<file path="src/rtl/keypad_interrupt_gen.sv">
// rtl/keypad_interrupt_gen.sv - keypad matrix scanner, switch debouncer and interrupt bus encoder
module keypad_interrupt_gen #(
  parameter int SCAN_DIV   = 100,
  parameter int DEB_FRAMES = 4
) (
  input  logic        clk,
  input  logic        rst,
  input  logic        sw_reset,
  input  logic [1:0]  sw_red,
  input  logic [1:0]  sw_green,
  input  logic [1:0]  sw_blue,
  input  logic        sw_pause,
  input  logic [3:0]  key_row,
  output logic [2:0]  key_col,
  output logic [19:0] interrupt,
  output logic        key_event
);

  localparam int CW = (SCAN_DIV > 1) ? $clog2(SCAN_DIV) : 1;
  localparam int DW = (DEB_FRAMES > 1) ? $clog2(DEB_FRAMES) : 1;

  logic [7:0]    sw_meta, sw_sync;
  logic [3:0]    row_meta, row_sync;
  logic [CW-1:0] cnt;
  logic [1:0]    col;
  logic [11:0]   raw, raw_next;
  logic [19:0]   sample, stable, suppressed;
  logic [DW-1:0] deb_cnt [20];
  logic          deb_go;
  logic          last_cnt, frame_end, multi_key;

  assign last_cnt  = (cnt == CW'(SCAN_DIV - 1));
  assign frame_end = last_cnt && (col == 2'd2);
  assign key_col   = 3'(3'b001 << col);

  // Bit b of the key field holds key index k = 11-b, located at row k/3, column k%3.
  for (genvar b = 0; b < 12; b++) begin : g_raw
    localparam int K = 11 - b;
    assign raw_next[b] = (last_cnt && (col == 2'(K % 3))) ? row_sync[K / 3] : raw[b];
  end

  assign multi_key  = |(stable[11:0] & (stable[11:0] - 12'd1));
  assign suppressed = {stable[19:12], multi_key ? 12'h000 : stable[11:0]};

  always_ff @(posedge clk or posedge rst) begin
    if (rst) begin
      sw_meta  <= '0;
      sw_sync  <= '0;
      row_meta <= '0;
      row_sync <= '0;
      cnt      <= '0;
      col      <= '0;
      raw      <= '0;
      sample   <= '0;
      deb_go   <= 1'b0;
    end else begin
      sw_meta  <= {sw_reset, sw_red, sw_green, sw_blue, sw_pause};
      sw_sync  <= sw_meta;
      row_meta <= key_row;
      row_sync <= row_meta;
      raw      <= raw_next;
      deb_go   <= frame_end;
      if (frame_end)
        sample <= {sw_sync, raw_next};
      if (last_cnt) begin
        cnt <= '0;
        col <= (col == 2'd2) ? 2'd0 : col + 2'd1;
      end else begin
        cnt <= cnt + 1'b1;
      end
    end
  end

  // Per-bit debounce: a bit flips only after DEB_FRAMES consecutive disagreeing frames.
  always_ff @(posedge clk or posedge rst) begin
    if (rst) begin
      stable <= '0;
      for (int i = 0; i < 20; i++)
        deb_cnt[i] <= '0;
    end else if (deb_go) begin
      for (int i = 0; i < 20; i++) begin
        if (sample[i] == stable[i]) begin
          deb_cnt[i] <= '0;
        end else if (deb_cnt[i] == DW'(DEB_FRAMES - 1)) begin
          stable[i]  <= sample[i];
          deb_cnt[i] <= '0;
        end else begin
          deb_cnt[i] <= deb_cnt[i] + 1'b1;
        end
      end
    end
  end

  always_ff @(posedge clk or posedge rst) begin
    if (rst) begin
      interrupt <= '0;
      key_event <= 1'b0;
    end else begin
      interrupt <= suppressed;
      key_event <= (suppressed != interrupt);
    end
  end

endmodule
</file>
<file path="config.mk">
export PLATFORM = sky130hd
export DESIGN_NAME = keypad_interrupt_gen
export DESIGN_NICKNAME = d
export VERILOG_FILES = /design/src/rtl/keypad_interrupt_gen.sv
export SDC_FILE = /design/constraint.sdc
export NUM_CORES = 1
export LEC_CHECK = 0
export ABC_AREA = 1
export BUFFER_PORTS_ARGS = -buffer_cell sky130_fd_sc_hd__buf_4
export CAP_MARGIN = 30
export CELL_PAD_IN_SITES_DETAIL_PLACEMENT = 1
export CELL_PAD_IN_SITES_GLOBAL_PLACEMENT = 1
export CORE_MARGIN = 2
export CORE_UTILIZATION = 47
export CTS_CLUSTER_SIZE = 10
export DETAILED_ROUTE_END_ITERATION = 7
export PLACE_DENSITY = 0.89
export SYNTH_ARGS = -nofsm -noshare
export SYNTH_HDL_FRONTEND = slang
export SYNTH_SLANG_ARGS = --single-unit
</file>
<file path="constraint.sdc">
create_clock -name clk -period 6.6 [get_ports clk]
set_clock_uncertainty 0.05 [all_clocks]
set_input_delay 1.65 -clock clk [delete_from_list [all_inputs] [get_ports clk]]
set_output_delay 1.65 -clock clk [all_outputs]
set_load 0.02 [all_outputs]
</file>
== After elaboration in Yosys (flattened, before gate mapping) ==
Index checks and enable logic that the tools add are counted.
Storage, ports and cells
  bits in read-only memories: 0
  memories kept: 0
  RAM bits: 0
  register bits: 147
  word-level logic and storage cells: 220
  output and inout port bits: 24
  bits of input ports: 14
  latch bits: 0
Operators by class
  order comparisons: 0
  div/mod/pow operators: 0
  equality and inequality tests: 44
  add/subtract/negate cells: 23
  multiply operators: 0
  multiplexer cells: 55
  shift-type cells: 1
  reduce and logical (&&, ||, !) cells: 25
  bitwise operators: 21
Operators with widths (number)
  2-bit 2-to-1 mux: 41
  3-bit AND reduction: 20
  2-bit by 1-bit adder with 2-bit output (second input constant): 21
  2-bit == test (second input constant): 21
  1-bit == test: 20
  20-bit inequality test: 1
  1-bit NOT: 20
  12-bit AND: 1
  1-bit 2-to-1 mux: 12
  12-bit 2-to-1 mux: 1
  12-bit OR reduction: 1
  12-bit by 1-bit subtractor with 12-bit output (second input constant): 1
  7-bit by 1-bit adder with 7-bit output (second input constant): 1
  7-bit == test (second input constant): 1
  7-bit 2-to-1 mux: 1
  1-bit logical AND: 3
  1-bit by 2-bit left shift with 3-bit output (first input constant): 1
  2-bit by 1-bit == test with 1-bit output (second input constant): 1
  2-bit zero test: 1

== Longest topological paths before layout ==
  depth in word-level cells: 5
  mapped depth: 16
  depth with buffers taken out: 14

== Worst setup path after synthesis ==
No wires, ideal clock.
  kind: register to output
  start point: register col[1]
  end point: output key_col[0]
  data required time: 4900 ps
  cell stages (with the launch flop): 2
  data arrival time: 701 ps
  slack: 4199 ps
  path buffers: 0
  cell sequence: dfrtp_1 -> nor2_1
On the way
  word-level cells in the longest chain between the ends: 1
Ends and longest elaborated chain
  start, declared: RTL line 25  | logic [1:0] col;
  start signal, assigned: RTL line 67  | col <= (col == 2'd2) ? 2'd0 : col + 2'd1;
  1-bit by 2-bit left shift with 3-bit output: RTL line 34  | assign key_col = 3'(3'b001 << col);
  end, declared: RTL line 14  | output logic [2:0] key_col,
No other way between the ends.

== Final worst setup path ==
  start point: register col[1]
  end point: output key_col[2]
Same word-level chain as after synthesis.

==> flow_summary.ini <==
[final_layout]
drive_gt1_share_pct = 12.4
multi_input_area_um2 = 2150
fin_nets = 761
area.growth.synth_to_final_pct = 16.5
diodes = 0
finalNonFillerCells = 915
regArea_um2 = 3580
fillers = 1506

[synth]
synth_area_per_cell_um2 = 9.09
ys_seq_elements = 143
synth_edf_count = 0
ys_warn_count = 0
yosysTopAreaCell = dfrtp_1
synth_top_cell_area_share_pct = 57.2
synth.most_common_cell = nand2_1
ys_seq_area_share_pct = 57.2
synth_ff_type = dfrtp_1
synth_area_um2 = 6260
yosys-top-cells-count = nand2_1 (153), dfrtp_1 (143), inv_1 (114)
synthCells = 689
syn-num-nets = 724
synth_cell_types = 28
synth_top_cells_by_area = dfrtp_1 (57%), nand2_1 (9.2%), inv_1 (6.8%)
ys_async_sr_fraction_pct = 100

[routing]
wl_um = 15700
drtPass1Iterations = 4
viasPerCell = 5.27
drtAntennaViolNets = 0
drc = 0
vias = 4825
drt_iter0_markers = 264
wire_per_inst_um = 17.2

[cts]
h-tree-depth = 4
clkSinkCount = 143
cts_resized = 0
cts_root_buf = clkbuf_16
clock_latency_ns = 0.43
cts_setup_buffers = 0
cts_tree = built
clk_pin_slew_ns = 0.06
cts_hold_buf = 0
clock_path_buffers = 2
numCtsBuffers = 17

[power_and_ir_drop]
vdd_drop_max_v = 0.000146
power.switching_mw = 0.400
total_power_mw = 1.88
powerDensity_nw_per_um2 = 257
leakagePower_nw = 3.93
comb_power_share_pct = 1.3
sequentialPowerShare_pct = 47.2
p_int_mw = 1.48
power.share.clock_pct = 51.5
p_sw_share_pct = 21.3

[min_path]
min_path_type = reg -> reg

[floorplanning]
fp-row-count = 42
start_util_pct = 47.7
dieArea_um2 = 14300
fp.dieW_um = 119
die_y_um = 119
fp.coreArea_um2 = 13100
io_pins = 38

[global_routing]
antenna_found_initial = 0
grt_pass1_wl_um = 26300
grt_util_all_layers_pct = 23.7
first_global_vias = 5351
grt_max_degree = 92
grt_overflow_total = 0

[place]
port_buffers = 37
hpwlAfterDp_um = 10100
place_congestion = 0.768
dp_cells = 883

[timing]
fmax_ghz = 0.347
worst_pin_slew_ns = 0.932
min_period_ns = 2.88
fin_hold_ws_ns = 0.297
hold_viol_final = 0
setup_tns_ns = 0
slew-limit-headroom_pct = 37.8
setup_viol = 0
rsz0062_at_grt = false
report.final.slew_viol_count = 0
period_share_pct = 43.7

[setup_path]
cp-start-kind = flop
arrival_ns = 1.18
crit_type = reg -> out
path_max_fanout = 3
cp.required_ns = 4.90
crit_path_end_kind = output port

[run]
maxCapViolCount = 0

[run_status]
status = complete, no violations
-- cell type report --
cell class,instances,share of cell area [%]
clock inverter,11,1.80
sequential,143,49.1
inverter,115,5.99
clock buffer,21,6.45
timing repair buffer,40,4.17
multi-input combinational,409,29.5
tap,176,3.02
-- registers in the layout, indices dropped and copies added, names as in the netlist --
name,count
deb_cnt,40
stable,20
col,2
row_meta,4
row_sync,4
interrupt,20
sw_sync,8
sample,20
sw_meta,8
raw,8
cnt,7
key_event,1
deb_go,1
-- worst max-delay path, cell delays in order (launching register included) --
cell and delay, ns:
dfrtp_1 0.37, inv_1 0.07, nor2_1 0.15, buf_4 0.17
-- power by group through the flow --
stage,Combinational [mW],Sequential [mW],Clock [mW]
global placement,0.0243,0.902,0
detailed placement,0.0254,0.903,0
finish,0.0236,0.887,0.967
floorplan,0.0132,0.902,0
global route,0.0277,0.887,1.02
CTS,0.0252,0.887,0.981
-- logic make-up after synthesis --
group,count (synthesis),share of synthesized area [%]
fa+ha+maj,21,4.20
simple gates,278,19.1
flops,143,57.2
xor+xnor,19,2.66
mux,8,1.28
buf+inv,137,8.45
compound gates,83,7.13
-- final timing paths --
kind | start | to | slack [ns] | cells after the start
min | sw_meta[6] | sw_sync[6] | 0.30 | 0
min reg2reg | sw_meta[6] | sw_sync[6] | 0.30 | 0
max reg2reg | stable[1] | key_event | 3.88 | 12
max | col[1] | key_col[2] | 3.72 | 3
min in group asynchronous | rst | deb_cnt[29] | 1.29 | 2
max in group asynchronous | rst | interrupt[11] | 4.02 | 3
-- cells in the final DEF, fill, tap and decap left out, types with 2 or more instances in the layout --
master / instances
o22ai_1: 19
a21oi_1: 3
or2_2: 13
xnor2_1: 4
nand2_1: 153
inv_6: 3
bufinv_16: 2
clkbuf_16: 17
nor2_1: 42
o21bai_1: 2
dfrtp_1: 142
xor2_1: 15
nand3_1: 48
nor2_2: 3
inv_1: 113
buf_4: 39
clkinvlp_4: 6
clkbuf_8: 3
mux2i_1: 8
o21ai_0: 57
nand4_1: 13
nor3_1: 2
ha_1: 21
-- metrics by stage --
| stage | area (um2) | setup slack [ns] | utilization [%] |
|---|---|---|---|
| 6_report | 7300 | 3.72 | 55.5 |
| 5_1_grt | 7300 | 3.62 | 55.5 |
| 4_1_cts | 7300 | 3.71 | 55.5 |
| 3_5_place_dp | 6690 | 3.41 | 51.0 |
| 3_3_place_gp | 6680 | 3.50 | 50.9 |
| 2_1_floorplan | 6260 | 1.06 | - |
-- routing by layer --
layer,part of all wire (%),wire (um),GRT usage [%]
met2,53,8310,41.7
met3,2.8,446,4.17
met1,41,6520,28.2
met4,2.8,439,11.4
met5,0,0,0
(Power assumes the default switching activity.)
